--- config.mk ---
export PLATFORM = sky130hd
export DESIGN_NAME = bus_cycle_decoder
export DESIGN_NICKNAME = d
export VERILOG_FILES = /design/src/rtl/bus_cycle_decoder.sv
export SDC_FILE = /design/constraint.sdc
export NUM_CORES = 1
export LEC_CHECK = 0
export CAP_MARGIN = 20
export CORE_MARGIN = 3
export CORE_UTILIZATION = 50
export CTS_CLUSTER_DIAMETER = 50
export DETAILED_ROUTE_END_ITERATION = 10
export GPL_TIMING_DRIVEN = 0
export HOLD_SLACK_MARGIN = 0.08
export PLACE_DENSITY = 0.78
export SLEW_MARGIN = 10
export SYNTH_ARGS = -nofsm -noshare
export SYNTH_HDL_FRONTEND = slang
export SYNTH_SLANG_ARGS = --single-unit
--- constraint.sdc ---
create_clock -name clk -period 1.8 [get_ports clk]
set_input_delay 0.18 -clock clk [delete_from_list [all_inputs] [get_ports clk]]
set_output_delay 0.18 -clock clk [all_outputs]
set_load 0.005 [all_outputs]
--- src/rtl/bus_cycle_decoder.sv ---
// 6502 bus-cycle decoder: samples the async CPU bus, finds PHI2 edges, decodes prioritised
// address windows, counts bus cycles and stretches single-step requests into an NMI pulse.
// Define BUS_CYCLE_DECODER_OPFETCH_EN to build the SYNC path and opfetch_stb.
`timescale 1ns/1ps
module bus_cycle_decoder #(
    parameter int                     ADDR_W      = 16,
    parameter int                     DATA_W      = 8,
    parameter int                     NWIN        = 2,
    // window 0 = FPGA page 0xFF00 (highest priority), window 1 = RAM in the upper half
    parameter logic [NWIN*ADDR_W-1:0] WIN_MASK    = {16'h8000, 16'hFF00},
    parameter logic [NWIN*ADDR_W-1:0] WIN_PATTERN = {16'h8000, 16'hFF00},
    parameter int                     SYNC_STAGES = 2,
    parameter int                     NMI_WIDTH   = 128,
    parameter int                     CNT_W       = 16
) (
    input  logic              clk,
    input  logic              rst_n,
    input  logic              phi2_async,
    input  logic              rw_async,
    input  logic              sync_async,
    input  logic [ADDR_W-1:0] a_async,
    input  logic [DATA_W-1:0] d_async,
    input  logic              step_req,
    output logic [NWIN-1:0]   win_hit,
    output logic [NWIN-1:0]   rd_stb,
    output logic [NWIN-1:0]   wr_stb,
    output logic [ADDR_W-1:0] cap_addr,
    output logic              cap_rw,
    output logic [DATA_W-1:0] cap_data,
    output logic [CNT_W-1:0]  cycle_cnt,
    output logic              opfetch_stb,
    output logic              nmi_n
);

    localparam int NMI_CW = $clog2(NMI_WIDTH);

    typedef enum logic {NMI_IDLE, NMI_ACTIVE} nmi_state_t;

    logic [SYNC_STAGES-1:0]             r_phi2_sync;
    logic [SYNC_STAGES-1:0]             r_rw_sync;
    logic [SYNC_STAGES-1:0][ADDR_W-1:0] r_a_sync;
    logic [SYNC_STAGES-1:0][DATA_W-1:0] r_d_sync;
    logic [1:0]                         r_phi2_hist;

    logic              w_phi2;
    logic              w_rw;
    logic [ADDR_W-1:0] w_addr;
    logic [DATA_W-1:0] w_data;
    logic              w_rise;
    logic              w_fall;
    logic [NWIN-1:0]   w_match;

    logic [NWIN-1:0]   r_win_hit;
    logic [NWIN-1:0]   r_rd_stb;
    logic [NWIN-1:0]   r_wr_stb;
    logic [ADDR_W-1:0] r_cap_addr;
    logic              r_cap_rw;
    logic [DATA_W-1:0] r_cap_data;
    logic [CNT_W-1:0]  r_cycle_cnt;
    logic              r_cycle_valid;

    nmi_state_t        r_nmi_state;
    logic [NMI_CW-1:0] r_nmi_cnt;
    logic              r_nmi_n;

    // PHI2 chain and history reset high: a PHI2 already high at reset release must not look like a rise.
    always_ff @(posedge clk or negedge rst_n) begin
        if (!rst_n) begin
            r_phi2_sync <= '1;
            r_rw_sync   <= '1;
            r_a_sync    <= '0;
            r_d_sync    <= '0;
            r_phi2_hist <= 2'b11;
        end else begin
            r_phi2_sync <= {r_phi2_sync[SYNC_STAGES-2:0], phi2_async};
            r_rw_sync   <= {r_rw_sync[SYNC_STAGES-2:0], rw_async};
            r_a_sync    <= {r_a_sync[SYNC_STAGES-2:0], a_async};
            r_d_sync    <= {r_d_sync[SYNC_STAGES-2:0], d_async};
            r_phi2_hist <= {r_phi2_hist[0], w_phi2};
        end
    end

    assign w_phi2 = r_phi2_sync[SYNC_STAGES-1];
    assign w_rw   = r_rw_sync[SYNC_STAGES-1];
    assign w_addr = r_a_sync[SYNC_STAGES-1];
    assign w_data = r_d_sync[SYNC_STAGES-1];
    assign w_rise = (r_phi2_hist == 2'b01);
    assign w_fall = (r_phi2_hist == 2'b10);

    // Scan from the top so the lowest matching index is the one left standing.
    always_comb begin
        w_match = '0;
        for (int i = NWIN - 1; i >= 0; i--) begin
            if ((w_addr & WIN_MASK[i*ADDR_W +: ADDR_W]) == WIN_PATTERN[i*ADDR_W +: ADDR_W]) begin
                w_match    = '0;
                w_match[i] = 1'b1;
            end
        end
    end

    always_ff @(posedge clk or negedge rst_n) begin
        if (!rst_n) begin
            r_win_hit     <= '0;
            r_rd_stb      <= '0;
            r_wr_stb      <= '0;
            r_cap_addr    <= '0;
            r_cap_rw      <= 1'b1;
            r_cap_data    <= '0;
            r_cycle_cnt   <= '0;
            r_cycle_valid <= 1'b0;
        end else begin
            r_rd_stb <= '0;
            r_wr_stb <= '0;
            if (w_rise) begin
                r_cap_addr    <= w_addr;
                r_cap_rw      <= w_rw;
                r_cycle_valid <= 1'b1;
                r_win_hit     <= w_match;
                if (w_rw) begin
                    r_rd_stb <= w_match;
                end
            end else if (w_fall && r_cycle_valid) begin
                if (!r_cap_rw) begin
                    r_cap_data <= w_data;
                    r_wr_stb   <= r_win_hit;
                end
                r_cycle_cnt   <= r_cycle_cnt + CNT_W'(1);
                r_cycle_valid <= 1'b0;
            end
        end
    end

`ifdef BUS_CYCLE_DECODER_OPFETCH_EN
    logic [SYNC_STAGES-1:0] r_sync_sync;
    logic                   r_opfetch;

    always_ff @(posedge clk or negedge rst_n) begin
        if (!rst_n) begin
            r_sync_sync <= '0;
            r_opfetch   <= 1'b0;
        end else begin
            r_sync_sync <= {r_sync_sync[SYNC_STAGES-2:0], sync_async};
            r_opfetch   <= w_rise & w_rw & r_sync_sync[SYNC_STAGES-1];
        end
    end

    assign opfetch_stb = r_opfetch;
`else
    logic w_unused_sync;
    assign w_unused_sync = sync_async;
    assign opfetch_stb   = 1'b0;
`endif

    // Requests arriving while the pulse is running are dropped, not queued.
    always_ff @(posedge clk or negedge rst_n) begin
        if (!rst_n) begin
            r_nmi_state <= NMI_IDLE;
            r_nmi_cnt   <= '0;
            r_nmi_n     <= 1'b1;
        end else begin
            case (r_nmi_state)
                NMI_IDLE: begin
                    if (step_req) begin
                        r_nmi_state <= NMI_ACTIVE;
                        r_nmi_cnt   <= NMI_CW'(NMI_WIDTH - 1);
                        r_nmi_n     <= 1'b0;
                    end
                end
                NMI_ACTIVE: begin
                    if (r_nmi_cnt == '0) begin
                        r_nmi_state <= NMI_IDLE;
                        r_nmi_n     <= 1'b1;
                    end else begin
                        r_nmi_cnt <= r_nmi_cnt - NMI_CW'(1);
                    end
                end
                default: r_nmi_state <= NMI_IDLE;
            endcase
        end
    end

    assign win_hit   = r_win_hit;
    assign rd_stb    = r_rd_stb;
    assign wr_stb    = r_wr_stb;
    assign cap_addr  = r_cap_addr;
    assign cap_rw    = r_cap_rw;
    assign cap_data  = r_cap_data;
    assign cycle_cnt = r_cycle_cnt;
    assign nmi_n     = r_nmi_n;

endmodule

# Word-level counts from Yosys, hierarchy flattened
# Cells that the tools add are included.
# classes
n_addsub,2
n_eq_ne,6
muxes,18
n_bitwise,3
n_reduce_logical,7
# ops
cell,count
"16-bit by 1-bit adder with 16-bit output, second input constant",1
2-bit two-way mux,7
7-bit two-way mux,2
7-bit case mux with 2 select lines,1
"8-bit == test, second input constant",1
7-bit zero test,1
"7-bit by 1-bit subtractor with 7-bit output, second input constant",1
1-bit two-way mux,6
2-bit AND reduction,3
"2-bit inequality test, second input constant",2
1-bit case mux with 2 select lines,2
1-bit NOT,3
3-bit AND reduction,1
"2-bit by 1-bit == test with 1-bit output, second input constant",1
"2-bit == test, second input constant",1
"2-bit by 1-bit inequality test with 1-bit output, second input constant",1
2-bit nonzero test,1
1-bit logical AND,1
# word_totals
ff_bits,111
inputBits,30
output_inout_bits,49
word_cells,54

# Longest topological paths before layout
# Gate-level depths: netlist of the first run.
# depth
ltp_word,4
ltp_mapped,6
mapped_depth_nobuf,6

# Worst setup path after synthesis of the first run
# OpenSTA, ideal clock, no wires.
# synth_timing
kind,reg-to-reg
start,register r_nmi_cnt[0]
end,register r_nmi_cnt[4]
setup_time_ns,0.124
arrival_time_ns,1.388
setup_slack_ns,0.288
path_stages_with_launch,7
n_path_buf,0
path_cell_list,dfrtp_1 inv_1 ha_1 and3b_4 a2111oi_4 xnor2_1 a21oi_1
# synth_between
elab_chain_cells,3
word_cells_on_any_way,6
classes_between,1 x add/sub; 1 x eq/ne; 2 x mux; 2 x reduce/logical
# synth_rtl
item,line,text
"start, declared",63,logic [NMI_CW-1:0] r_nmi_cnt;
"start signal, assigned",165,r_nmi_cnt <= NMI_CW'(NMI_WIDTH - 1);
"start signal, assigned",174,r_nmi_cnt <= r_nmi_cnt - NMI_CW'(1);
7-bit by 1-bit subtractor with 7-bit output / 7-bit zero test (equally long branches),"174, 170",
7-bit two-way mux / 2-bit inequality test (equally long branches),-,
7-bit case mux with 2 select lines / 2-bit AND reduction (equally long branches),-,
# Parallel ways exist; a longest one is shown, timed or not. The select of a mux whose other input is x is not followed.
# A chain may end at the register's enable or synchronous reset.

# Final worst setup path of the first run
# layout_timing
start,register r_phi2_hist[1]
end,register r_cap_data[1] (netlist: cap_data[1])
# layout_between
elab_chain_cells,3
word_cells_on_any_way,5
classes_between,2 x eq/ne; 1 x bitwise; 2 x reduce/logical
# layout_rtl
item,line,text
"start, declared",43,logic [1:0] r_phi2_hist;
"start signal, assigned",79,"r_phi2_hist <= {r_phi2_hist[0], w_phi2};"
2-bit == test / 2-bit by 1-bit == test with 1-bit output (equally long branches),"88, 87",
1-bit logical AND / 1-bit NOT (equally long branches),-,
3-bit AND reduction (no source line) *,-,
"end signal, assigned",124,r_cap_data <= w_data;
"end, declared",58,logic [DATA_W-1:0] r_cap_data;
# Mark *: on every way between the ends. The rest lies on a longest branch, timed or not.

==> results of run 1 <==
==> routing by layer <==
metal,part of all wire [%],up-vias
li1,-,1015
met5,0,-
met4,1.5,0
met1,45,1027
met2,47,68
met3,6.9,9
==> logic make-up (layout without fill, tap and decap cells) <==
kind of cell	Yosys count	in the layout	synth area share, %
AND/OR/NAND/NOR	65	65	8.95
XOR/XNOR	16	16	3.74
adder cells (fa/ha/maj)	4	4	1.27
other	1	1	0.100
AO/OA/AOI/OAI	14	14	2.87
multiplexers	24	24	7.21
flip-flops	111	111	74.4
buffers and inverters	11	105	1.44
==> final cells by class <==
class                           instances  share of cell area [%]
Clock inverter                          4                   0.567
Clock buffer                           12                    3.40
Timing Repair Buffer                   78                    16.5
Multi-Input combinational cell        124                    18.6
Buffer                                  5                   0.644
Inverter                                6                   0.464
Sequential cell                       111                    57.4
Tap cell                               96                    2.47
==> power by group <==
| part | leakage [nW] | internal [mW] | switching, mW |
|---|---|---|---|
| Clock | 0.103 | 0.620 | 0.754 |
| Sequential | 1.33 | 2.83 | 0.261 |
| Combinational | 0.693 | 0.629 | 0.385 |
==> cell usage after synthesis (2+ instances only) <==
master,number
nand3b_1,2
nand4_1,6
ha_1,3
inv_1,6
mux2_2,24
nor2_1,11
a31oi_1,4
nor3_1,3
and3_1,6
and2_1,3
dfstp_2,8
nand3_1,7
xor2_1,3
o21ai_0,4
xnor2_1,13
clkbuf_1,2
nand2_1,19
a21oi_1,2
dfrtp_1,103
==> sequential cells by signal (all words and copies together), names as in the netlist, 2 cells and up <==
| name | cells |
|---|---|
| r_rw_sync | 2 |
| r_d_sync | 8 |
| r_phi2_hist | 2 |
| w_data | 8 |
| wr_stb | 2 |
| cycle_cnt | 16 |
| cap_data | 8 |
| r_nmi_cnt | 7 |
| cap_addr | 16 |
| r_a_sync | 16 |
| win_hit | 2 |
| r_phi2_sync | 2 |
| rd_stb | 2 |
| w_addr | 16 |
==> how the worst max path moves through the flow <==
stage	start	endpoint	slack [ns]	cells past startpoint
floorplan	r_nmi_cnt[0]	r_nmi_cnt[4]	0.29	6
global placement	rst_n	r_nmi_cnt[6]	-3.38	1
detailed placement	step_req	r_nmi_cnt[3]	0.09	5
CTS	r_phi2_hist[1]	cap_data[3]	0.09	3
global route	r_phi2_hist[1]	cap_data[1]	0.05	3
finish	r_phi2_hist[1]	cap_data[1]	0.14	3
==> per-stage QoR <==
step           utilization [%]  total power, mW  area (um2)  hold WS [ns]
2_1_floorplan                -             3.56        3750        -0.116
3_3_place_gp              65.9             4.11        4630         0.333
3_5_place_dp              66.3             4.17        4660        0.0299
4_1_cts                   69.2             5.55        4860         0.209
5_1_grt                   69.2             5.80        4860         0.216
6_report                  69.2             5.48        4860         0.224
==> worst max-delay path: stages, from the launching register on <==
cell	delay, ns
dfstp_2	0.55
nand3b_1	0.18
nor2_2	0.42
mux2_2	0.40
==> repair_timing <==
| item | CTS | global route |
|---|---|---|
| hold endpoints to repair | 103 | 0 |
| endpoints found under the setup margin | 0 | 0 |
| hold buffers | 1 | 0 |
==> results.ini, run 1 <==
[outcome]
status=finished clean

[global_routing]
antenna_found_initial=0
grt_pass1_vias=2038
grt-ovfl-total=0
grt_use_met2_pct=22.8
grt_pass1_wl_um=9760
grt.busiest_layer=met2
track_usage_pct=14.8
grt_max_degree=94
use_met1_pct=20.1
met3_usage_pct=4.22

[yosys]
synth_edf_count=0
yosysUniqueCellTypes=36
synth_top_area_share_pct=68.8
netlist_top_cells_area=dfrtp_1, mux2_2, dfstp_2
synth_cells=246
yosysSeqAreaShare_pct=74.4
synthFlopType=dfrtp_1
synth_nets=279
synth-warning-count=0
async_flop_share_pct=100
syn_avg_cell_area_um2=15.2
synthesis.area_um2=3750
yosysTopAreaCell=dfrtp_1
synth_seq_cells=111

[critical_path]
r2r_end=cap_data[1]
worstReg2RegStart=r_phi2_hist[1]
r2r_slack_ns=0.14
cp_max_fo=10
critPathLaunchType=flip-flop
arrival_ns=1.91
worstPathRequired_ns=2.04
end_kind=flip-flop
worstSetupPathType=reg -> reg
reg2reg_depth=3

[sta]
slew_viol_final=0
setup-violations-final=0
finalHoldViolations=0
setup_slack_ns=0.137
layout_min_cycle_time_ns=1.66
final.period_utilization_pct=92.4
fin_skew_ns=0.0102
fmax_mhz=601
tns_ns=0
rsz0062_at_grt=false

[finish]
mostFrequentLayoutCell=dfrtp_1
n_fill_cell=508
area_delta_synth_final_pct=29.7
nets=368
antenna_cells=0
final_cell_mix=dfrtp_1, clkdlybuf4s50_1, mux2_2, nand2_1, xnor2_1
layout.cells.non_filler=436
seq_area_um2=2790
drive_above_1_share_pct=17.1
multi_input_area_um2=905

[floorplanning]
core_area_um2=7020
fp.dieH_um=92.6
io_pins=79
dieArea_um2=8570
rows=30
initial_core_util_pct=53.4
die_width_um=92.6

[placed_design]
dpl.cell_count=419
io_buffer_count=76
dp.final_hpwl_um=4140
post-place-ws_ns=0.0908
gp_congestion=0.854

[drt]
drc_errors=0
ant_nets=0
wl_per_cell_um=13.6
routed_via_density=4.86
drtIter0Drc=81
dr_total_vias=2119
drt-pass1-iter-count=4
postRouteWirelength_um=5950

[flow_run]
drv_cap=0

[cts]
post_cts_buffers=0
clk_latency_ns=0.35
clkSinkCount=111
post_cts_resized=0
tritoncts=done
clk_pin_slew_worst_paths_ns=0.09
h-tree-depth=3
cts_buffers=9
root_buffer=clkbuf_8
clockBufferDepth=2

[power_and_ir_drop]
cellLeakagePower_nw=2.12
power.density_nw_per_um2=1130
peakVddDrop_mv=0.682

[hold_path]
hp-class=in -> async

Power figures use the tool's default switching activity.
==> run 2: changes to the inputs <==
- CORE_ASPECT_RATIO: unset -> 0.5
==> run 2 against run 1 <==
Effect of this change: via count rose by 1.9%; clock power rose by 55%; die area rose by 0.74%; critical path type unchanged; critical endpoint is now cap_data[2].
==> results.ini, run 2 (synthesized netlist as in run 1, its figures left out) <==
[global_routing]
grt-ovfl-total=0  ; unchanged
grt_pass1_vias=2231  ; +9.5%
grt.busiest_layer=met2
grt_max_degree=86  ; -8.5%
met3_usage_pct=4.42  ; +0.20 points
antenna_found_initial=0  ; unchanged
grt_pass1_wl_um=10500  ; +7.9%
grt_use_met2_pct=26.7  ; +3.9 points
use_met1_pct=20.4  ; +0.35 points
track_usage_pct=15.9  ; +1.1 points

[cts]
h-tree-depth=3  ; unchanged
tritoncts=done
clockBufferDepth=2  ; unchanged
postCtsHoldBufs=1  ; unchanged
post_cts_resized=0  ; unchanged
clkSinkCount=111  ; unchanged
clk_latency_ns=0.33  ; -0.02 ns
post_cts_buffers=0  ; unchanged
clk_pin_slew_worst_paths_ns=0.07  ; -0.02 ns
root_buffer=clkbuf_16
cts_buffers=9  ; unchanged

[drt]
drc_errors=0  ; unchanged
drtIter0Drc=227  ; +180%
drt-pass1-iter-count=4  ; unchanged
wl_per_cell_um=14.6  ; +6.7%
postRouteWirelength_um=6290  ; +5.7%
ant_nets=0  ; unchanged
routed_via_density=5.00  ; +2.9%
dr_total_vias=2160  ; +1.9%

[sta]
fin_skew_ns=0.00548  ; -0.00468 ns
finalHoldViolations=0  ; unchanged
slew_viol_final=0  ; unchanged
whs_ns=0.248  ; +0.0239 ns
worst_pin_slew_ns=0.501
setup-violations-final=0  ; unchanged
relSlewSlack_pct=66.5
layout_min_cycle_time_ns=1.69  ; +0.0306 ns
final.period_utilization_pct=94.1  ; +1.7 points
fmax_mhz=590  ; -1.8%
rsz0062_at_grt=false

[finish]
drive_above_1_share_pct=17.1  ; unchanged
area_delta_synth_final_pct=33.3
fin_util_pct=71.7  ; +2.5 points
nets=368  ; unchanged
layout.cells.non_filler=432  ; -0.92%
final_cell_mix=dfrtp_1, clkdlybuf4s50_1, mux2_2, nand2_1, xnor2_1
antenna_cells=0  ; unchanged
mostFrequentLayoutCell=dfrtp_1

[flow_run]
drv_cap=0  ; unchanged

[floorplanning]
initial_core_util_pct=53.8  ; +0.43 points
fp.dieH_um=67.2  ; -27%
die_width_um=128  ; +39%
dieArea_um2=8630  ; +0.74%
rows=21  ; -30%
io_pins=79  ; unchanged
core_area_um2=6960  ; -0.80%

[outcome]
status=finished clean

[power_and_ir_drop]
p_clk_share_pct=34.2  ; +9.1 points
seq_power_share_pct=49.5  ; -6.9 points
p_int_mw=4.73  ; +16%
cellLeakagePower_nw=2.18  ; +2.7%
pwr-share-comb_pct=16.3  ; -2.2 points
peakVddDrop_mv=0.835  ; +22%
p_switching_mw=1.51  ; +8.1%
power.density_nw_per_um2=1250  ; +11%
sw_frac_of_total_pct=24.3  ; -1.3 points

[placed_design]
dpl.cell_count=415  ; -0.95%
dp.final_hpwl_um=4450  ; +7.5%
io_buffer_count=76  ; unchanged
gp_congestion=0.818  ; -4.3%

[critical_path]
worstPathRequired_ns=2.02  ; -0.02 ns
arrival_ns=1.92  ; about the same
end_kind=flip-flop
cp_max_fo=10  ; unchanged
worstSetupPathType=reg -> reg
critPathLaunchType=flip-flop

[hold_path]
hp-class=in -> reg

==> run 2: cell count changes in the layout (fill, tap and decap cells not counted) <==
cell,previous run,this run
clkinv_2,2,1
clkinvlp_4,0,1
bufinv_16,0,2
clkbuf_8,12,1
clkbuf_16,0,9
inv_6,1,0
inv_8,0,1
==> run 2: power groups by stage <==
stage               combinational (mW)  clock (mW)  sequential [mW]
floorplan                        0.459           0             3.10
finish                            1.02        2.13             3.09
CTS                               1.04        2.18             3.09
global route                      1.14        2.30             3.14
global placement                 0.984           0             3.11
detailed placement                1.03           0             3.14
==> run 2: routing by layer <==
metal | routed length, um | share of wire [%]
met1 | 2690 | 43
met2 | 3250 | 52
met3 | 281 | 4.5
met4 | 68 | 1.1
met5 | 0 | 0
==> run 2: per-stage QoR <==
| stage | total power, mW | setup slack (ns) | instance area (um2) | TNS (ns) |
|---|---|---|---|---|
| 5_1_grt | 6.57 | 0.00100 | 4990 | 0 |
| 2_1_floorplan | 3.56 | 0.288 | 3750 | 0 |
| 3_3_place_gp | 4.09 | -3.26 | 4620 | -351.92 |
| 6_report | 6.24 | 0.106 | 4990 | 0 |
| 3_5_place_dp | 4.17 | 0.0720 | 4650 | 0 |
| 4_1_cts | 6.32 | 0.0691 | 4990 | 0 |
==> run 2: layout make-up <==
class | instances | area, um2
buffer | 5 | 31.3
fill | 459 | 1970
multi-input combinational | 124 | 905
clock buffer | 10 | 239
inverter | 6 | 22.5
sequential | 111 | 2790
tap | 92 | 115
clock inverter | 6 | 92.6
timing repair buffer | 78 | 800
==> run 2: final timing paths <==
check / start / end / depth (start not counted) / slack (ns)
min in group asynchronous: rst_n / cycle_cnt[5] / 2 / 0.28
hold reg to reg: r_a_sync[7] / w_addr[7] / 0 / 0.35
hold / removal: rw_async / r_rw_sync[0] / 1 / 0.25
max in group asynchronous: rst_n / r_rw_sync[0] / 3 / 0.81
setup reg to reg: r_phi2_hist[1] / cap_data[2] / 3 / 0.11
setup / recovery: r_phi2_hist[1] / cap_data[2] / 3 / 0.11
==> run 2: worst max-delay path: stages, from the launching register on <==
cell and delay, ns:
dfstp_2 0.54, nand3b_1 0.19, nor2_2 0.46, mux2_2 0.40
==> run 3: changes to the inputs <==
- CORE_MARGIN: 3 -> 2
==> run 3 against run 2 <==
Effect of this change: sequential power is essentially flat; flip-flop and latch count is the same; cell area shrank 0.43%; setup slack gained 0.032 ns; critical path depth grew 3; die area shrank 4.5%; maximum frequency grew 1.9%; clock-buffer cell count grew 4; largest cell class unchanged; non-clock buffer count is the same; worst hold slack gained 0.0027 ns.
==> results.ini, run 3 (synthesized netlist as in run 1, its figures left out) <==
[critical_path]
critPathLaunchType=flip-flop
arrival_ns=1.89  ; -0.03 ns
r2r_slack_ns=0.14  ; +0.03 ns
cp_max_fo=5  ; -5
worstSetupPathType=reg -> reg
end_kind=flip-flop
worstPathRequired_ns=2.03  ; about the same

[finish]
final_cell_mix=dfrtp_1, clkdlybuf4s50_1, mux2_2, nand2_1, xnor2_1
n_fill_cell=475  ; +3.5%
fin_util_pct=68.1  ; -3.6 points
area_delta_synth_final_pct=32.7
antenna_cells=0  ; unchanged
mostFrequentLayoutCell=dfrtp_1
nets=368  ; unchanged
finalInstanceArea_um2=4970  ; -0.43%
drive_above_1_share_pct=16.5  ; -0.59 points

[power_and_ir_drop]
peakVddDrop_mv=0.590  ; -29%
power.density_nw_per_um2=1230  ; -1.2%
p_switching_mw=1.48  ; -1.9%
p_clk_share_pct=32.9  ; -1.3 points
p_int_mw=4.65  ; -1.6%
pwr-share-comb_pct=16.7  ; +0.4 points
sw_frac_of_total_pct=24.2  ; -0.060 points
seq_power_share_pct=50.4  ; +0.9 points
finalPower_mw=6.14  ; -1.6%
cellLeakagePower_nw=2.17  ; -0.71%

[cts]
clk_pin_slew_worst_paths_ns=0.07  ; about the same
cts_buffers=9  ; unchanged
clkSinkCount=111  ; unchanged
clk_latency_ns=0.34  ; about the same
clockBufferDepth=2  ; unchanged
tritoncts=done
root_buffer=clkbuf_16
h-tree-depth=3  ; unchanged

[outcome]
status=finished clean

[global_routing]
grt-ovfl-total=0  ; unchanged
grt_pass1_vias=2182  ; -2.2%
grt_max_degree=68  ; -21%
track_usage_pct=17.0  ; +1.1 points
grt_pass1_wl_um=10700  ; +1.7%
antenna_found_initial=0  ; unchanged

[flow_run]
drv_cap=0  ; unchanged

[sta]
fin_skew_ns=0.00638  ; +0.000903 ns
relSlewSlack_pct=45.5  ; -21 points
layout_min_cycle_time_ns=1.66  ; -0.0322 ns
setup-violations-final=0  ; unchanged
rsz0062_at_grt=false
finalHoldViolations=0  ; unchanged
whs_ns=0.250  ; +0.00269 ns
final.period_utilization_pct=92.3  ; -1.8 points
slew_viol_final=0  ; unchanged
worst_pin_slew_ns=0.818  ; +0.317 ns
tns_ns=0  ; unchanged
fmax_mhz=602  ; +1.9%

[drt]
dr_total_vias=2188  ; +1.3%
routed_via_density=5.02  ; +0.37%
ant_nets=0  ; unchanged
wl_per_cell_um=14.7  ; +0.97%
drtIter0Drc=141  ; -38%
postRouteWirelength_um=6410  ; +1.9%
drt-pass1-iter-count=4  ; unchanged
drc_errors=0  ; unchanged

[floorplanning]
initial_core_util_pct=51.4  ; -2.4 points
dieArea_um2=8240  ; -4.5%
rows=22  ; +4.8%
core_area_um2=7290  ; +4.8%
io_pins=79  ; unchanged
fp.dieH_um=65.2  ; -3.0%
die_width_um=126  ; -1.6%

[hold_path]
hp-class=in -> reg

[placed_design]
io_buffer_count=76  ; unchanged
dp.final_hpwl_um=4470  ; +0.35%
placed_area_um2=4640  ; -0.13%
gp_congestion=0.794  ; -2.8%

run 3: cell count changes in the layout (fill, tap and decap cells not counted), sizes merged:
cell / change
clkbuf: +4
clkinv: -2
bufinv: -1
inv: -1
run 3: power by group through the flow:
stage	logic [mW]	clock network [mW]	registers [mW]
4_1_cts	1.04	2.06	3.10
5_1_grt	1.13	2.16	3.15
6_report	1.02	2.02	3.10
3_5_place_dp	1.04	0	3.14
3_3_place_gp	0.979	0	3.11
2_1_floorplan	0.459	0	3.10
run 3: path summary, 6_finish.rpt:
kind                       cells after the start    startpoint      endpoint
hold / removal                                 1      rw_async  r_rw_sync[0]
setup / recovery                               6  r_nmi_cnt[0]  r_nmi_cnt[4]
hold reg to reg                                0   r_a_sync[4]     w_addr[4]
max in group asynchronous                      3         rst_n  cycle_cnt[4]
min in group asynchronous                      2         rst_n   cap_addr[2]
setup reg to reg                               6  r_nmi_cnt[0]  r_nmi_cnt[4]
run 3: timing repair:
item | 4_1_cts | 5_1_grt
hold buffers | 1 | 0
endpoints found under the hold margin | 58 | 0
endpoints found under the setup margin | 0 | 8
gates resized for setup | 0 | 1
buffers inserted | 0 | 0
run 3: routing by layer:
layer / up-vias / part of all wire, % / global-route usage [%]
li1: 1018 / - / -
met1: 1100 / 42 / 21.0
met2: 60 / 52 / 29.1
met3: 10 / 4.6 / 4.89
met4: 0 / 1.6 / 6.59
met5: - / 0 / 0
run 3: layout make-up:
cell class              instances  area, um2  share of cell area, %
multi-input cells             124        910                   18.3
well taps                      96        120                   2.42
inverters                       6       22.5                  0.453
clock buffers                  14        274                   5.51
plain buffers                   5       31.3                  0.629
repair buffers                 78        788                   15.9
flip-flops and latches        111       2790                   56.1
clock inverters                 2       37.5                  0.755
run 3: critical path: stages, from the launching register on:
cell and delay (ns):
dfrtp_1 0.42, inv_1 0.09, ha_1 0.22, and3b_4 0.22
a2111oi_4 0.36, xnor2_1 0.16, a21oi_1 0.08
run 3: through the flow:
stage,setup WS [ns],std cells
after global routing,0.0229,436
after CTS,0.0569,436
final,0.138,436
after detailed placement,0.0612,419
after floorplan,0.288,246
after global placement,-3.23,418
